==> config.mk <==
export PLATFORM = sky130hd
export DESIGN_NAME = tdm_demux
export DESIGN_NICKNAME = d
export VERILOG_FILES = /design/src/rtl/tdm_demux.sv
export SDC_FILE = /design/constraint.sdc
export NUM_CORES = 1
export LEC_CHECK = 0
export ABC_AREA = 1
export BUFFER_PORTS_ARGS = -buffer_cell sky130_fd_sc_hd__buf_2
export CAP_MARGIN = 20
export CELL_PAD_IN_SITES_DETAIL_PLACEMENT = 1
export CELL_PAD_IN_SITES_GLOBAL_PLACEMENT = 1
export CORE_MARGIN = 5
export CORE_UTILIZATION = 36
export CTS_BUF_LIST = sky130_fd_sc_hd__clkbuf_8
export CTS_CLUSTER_DIAMETER = 50
export DETAILED_ROUTE_END_ITERATION = 8
export GPL_TIMING_DRIVEN = 0
export PLACE_DENSITY = 0.8
export SYNTH_ARGS = -nofsm -noshare
export SYNTH_HDL_FRONTEND = slang
export SYNTH_SLANG_ARGS = --single-unit
==> constraint.sdc <==
create_clock -name clk -period 1.7 [get_ports clk]
set_clock_uncertainty 0.15 [all_clocks]
set_input_delay 0.51 -clock clk [delete_from_list [all_inputs] [get_ports clk]]
set_output_delay 0.51 -clock clk [all_outputs]
set_load 0.02 [all_outputs]
==> src/rtl/tdm_demux.sv <==
// Word-to-frame deserializer: one word per cycle in; frame out one cycle after its closing word.
// Only the closing word can stall, when the output frame is still held and not being drained.
module tdm_demux #(
  parameter int BIT_WIDTH = 4,
  parameter int DEPTH     = 4,
  parameter int SEL_WIDTH = 2
) (
  input  logic                       clk,
  input  logic                       rst_n,
  input  logic [BIT_WIDTH-1:0]       dataIn,
  input  logic                       inValid,
  input  logic                       frameStart,
  output logic                       inReady,
  output logic [BIT_WIDTH*DEPTH-1:0] dataOut,
  output logic                       outValid,
  input  logic                       outReady,
  output logic [SEL_WIDTH-1:0]       laneSel,
  output logic                       frameErr
);
  localparam int FW = BIT_WIDTH * DEPTH;
  localparam logic [SEL_WIDTH-1:0] LAST = SEL_WIDTH'(DEPTH - 1);

  logic [SEL_WIDTH-1:0] r_lane;
  logic [FW-1:0]        r_stage;
  logic [FW-1:0]        r_dout;
  logic                 r_ovld;
  logic                 r_err;

  logic                 w_last;
  logic                 w_acc;
  logic                 w_done;
  logic [SEL_WIDTH-1:0] w_idx;
  logic [FW-1:0]        w_stage_nxt;

  assign w_last  = (r_lane == LAST);
  assign inReady = ~w_last | ~r_ovld | outReady;
  assign w_acc   = inValid & inReady;
  // A frameStart word restarts at lane 0 and can never close a frame.
  assign w_done  = w_acc & ~frameStart & w_last;
  assign w_idx   = frameStart ? '0 : r_lane;

  // Staging with the incoming word merged in, so a closing word reaches dataOut directly.
  always_comb begin
    w_stage_nxt = r_stage;
    for (int k = 0; k < DEPTH; k++) begin
      if (w_acc && (w_idx == SEL_WIDTH'(k))) begin
        w_stage_nxt[k*BIT_WIDTH +: BIT_WIDTH] = dataIn;
      end
    end
  end

  always_ff @(posedge clk or negedge rst_n) begin
    if (!rst_n) begin
      r_lane  <= '0;
      r_stage <= '0;
      r_dout  <= '0;
      r_ovld  <= 1'b0;
      r_err   <= 1'b0;
    end else begin
      r_err <= w_acc & frameStart & (r_lane != '0);
      if (w_acc) begin
        r_stage <= w_stage_nxt;
        if (frameStart) begin
          r_lane <= SEL_WIDTH'(1);
        end else if (w_last) begin
          r_lane <= '0;
        end else begin
          r_lane <= r_lane + SEL_WIDTH'(1);
        end
      end
      if (w_done) begin
        r_dout <= w_stage_nxt;
        r_ovld <= 1'b1;
      end else if (r_ovld & outReady) begin
        r_ovld <= 1'b0;
      end
    end
  end

  assign dataOut  = r_dout;
  assign outValid = r_ovld;
  assign laneSel  = r_lane;
  assign frameErr = r_err;

endmodule

==> reports/qor.yml <==
critical_path:
  cp-end-kind: "primary output"
  path_cells: "ha_4 -> nand3_4 -> buf_6"
  slowest_delay_ps: 430
  cp.required_ps: 1040
  cp_slowest_cell: "dfrtp_2"
  cp_max_fo: 2
  cp-start-kind: "flop"
  cp.arrival_ps: 1100
  crit_type: "reg2out"
logic_synthesis:
  syn-cell-area_sq_mm: 0.00161
  async_flop_share: 1.00
  ys_top_cells_by_count: "54 x nand2_1, 38 x nand3_1, 36 x dfrtp_1, 23 x inv_1, 16 x and2_1"
  synth.most_common_cell: "nand2_1"
  syn_inst: 186
  ys.flop_type: "dfrtp_1"
  synth_top_area_share: 0.559
  syn_avg_cell_area_sq_um: 8.67
  synth_top_area_cell: "dfrtp_1"
  syn_nets: 197
  synth-seq-cells: 36
  netlist_top_cells_area: "dfrtp_1 56%, nand2_1 13%, nand3_1 12%"
  synth_cell_types: 16
  synth_edf_count: 0
  synth_warnings: 0
  ys_seq_area_frac: 0.559
finish:
  drive_gt1_frac: 0.409
  design_area_sq_mm: 0.00223
  nets: 240
  diodes: 0
  fillers: 522
  areaGrowthSynthToFinish_pct: 38.3
  fin_util: 0.512
placed_design:
  port-buffer-count: 29
  post-place-ws_ps: -123
  dpl_cell_area_sq_mm: 0.00183
  gp_congestion: 0.744
  dp_hpwl_microns: 2810
pwr:
  p_leak_nw: 1.12
  vdd_drop_max_mv: 0.415
  power_density_mw_per_mm2: 1400
status:
  violations: "setup timing"
  status: "finished with violations"
clocking:
  cts_sinks: 36
  cts-root-buf: "clkbuf_8"
  numCtsBuffers: 5
  clk_path_buf_depth: 2
  cts_tree: "built"
  insertion_delay_ps: 290
  h-tree-depth: 2
  path_clk_slew_ps: 70
routing:
  drc: 0
  via_per_inst: 4.99
  drtPass1Iterations: 4
  drtIter0Drc: 86
  drt-total-wl_microns: 4680
  vias: 1407
  avgRoutedWirePerCell_microns: 16.6
  ant_nets: 0
global_routing:
  antenna_found_initial: 0
  grt_pass1_vias: 1539
  grtUsageTotal: 0.162
  grt_max_degree: 37
  grt_pass1_wl_microns: 7650
  grt_overflow_total: 0
timing:
  layout_setup_ws_ps: -57.3
  hold_viol: 0
  slew_violations: 0
  worst_hold_slack_ps: 172
  tightestPinTransition_ps: 844
  final-setup-viol-count: 11
  maxSlewHeadroom: 0.437
  finalCriticalPeriod_ps: 1760
  fmax_mhz: 569
  rsz0062_at_grt: "yes"
  post-route-period-util: 1.03
floorplan:
  die_w_microns: 76.9
  core_area_sq_mm: 0.00435
  ios: 30
  rows: 24
  die_h_microns: 76.9
  die-area_sq_mm: 0.00592
  initial_core_util: 0.370
min_path:
  hold_path_class: "in2async"
run:
  cap_violations: 0
==> timing repair <==
action / in CTS / in global routing
resized for setup: 28 / 36
pin swaps: 8 / 13
endpoints found under the setup margin: 34 / 37
cloned: 1 / 0
hold buffers: 0 / 0
buffers inserted: 5 / 1
==> critical path: cells and delay by family (launching register included) <==
kind / cells / cell delay, ps
buf+inv: 1 / 120
fa+ha+maj: 1 / 180
flops: 1 / 430
simple gates: 1 / 70
==> metal layers <==
layer  up-vias  global-route usage  wire length, microns
met5         -                   0                     0
met2        27               0.270                  2410
met4         0              0.0524                    68
li1        666                   -                     -
met3         8              0.0457                   160
met1       706               0.201                  2040
==> flip-flops by register name, summed over array words and instances (netlist names) <==
signal,flops
laneSel,2
dataOut,16
outValid,1
r_stage,16
frameErr,1
==> worst paths after layout <==
check	from	endpoint	slack [ps]	depth (start not counted)
hold / removal	rst_n	dataOut[3]$_DFFE_PN0P_	170	1
setup reg to reg	laneSel[0]$_DFFE_PN0P_	r_stage[7]$_DFFE_PN0P_	-20	8
hold reg to reg	dataOut[3]$_DFFE_PN0P_	dataOut[3]$_DFFE_PN0P_	330	2
max in group asynchronous	rst_n	laneSel[0]$_DFFE_PN0P_	650	1
min in group clk	dataOut[3]$_DFFE_PN0P_	dataOut[3]$_DFFE_PN0P_	330	2
setup / recovery	laneSel[0]$_DFFE_PN0P_	inReady	-60	3
==> stage by stage <==
step	power, mW	instances	setup TNS, ps
final	3.13	282	-145
after global routing	3.37	282	-2510
after CTS	3.06	281	-55.0
after detailed placement	2.36	267	-1850
after global placement	2.31	267	-959
after floorplan	2.00	186	0
==> report_power, final <==
| part | switching [mW] | total (mW) | internal (mW) |
|---|---|---|---|
| logic | 0.730 | 1.18 | 0.450 |
| registers | 0.136 | 1.32 | 1.18 |
| clock network | 0.311 | 0.630 | 0.319 |
==> layout make-up <==
class                      count  area [sq um]  share of cell area
buffer                         4          38.8              0.0174
clock buffer                   6          82.6              0.0370
clock inverter                 2          7.51             0.00337
inverter                      26           100              0.0449
multi-input combinational    120           818               0.367
sequential                    36           902               0.404
tap                           52          65.1              0.0292
timing repair buffer          36           216              0.0970
==> logic make-up (layout without fill, tap and decap cells) <==
family          count (synthesis)  after routing  synth area share
compound gates                  3              3           0.00931
simple gates                  115            115             0.339
fa+ha+maj                       2              2            0.0155
buf+inv                        30             74            0.0776
flops                          36             36             0.559
==> cell usage in the layout, fill, tap and decap left out, drive strengths merged, types with 2 or more instances in the layout <==
cell type and instances:
nand3 38, nand2 54, ha 2, and2 16
o21ai 3, buf 40, inv 28, clkbuf 6
dfrtp 36, nor2 5
Note: power is estimated with default switching activity, not from simulation.
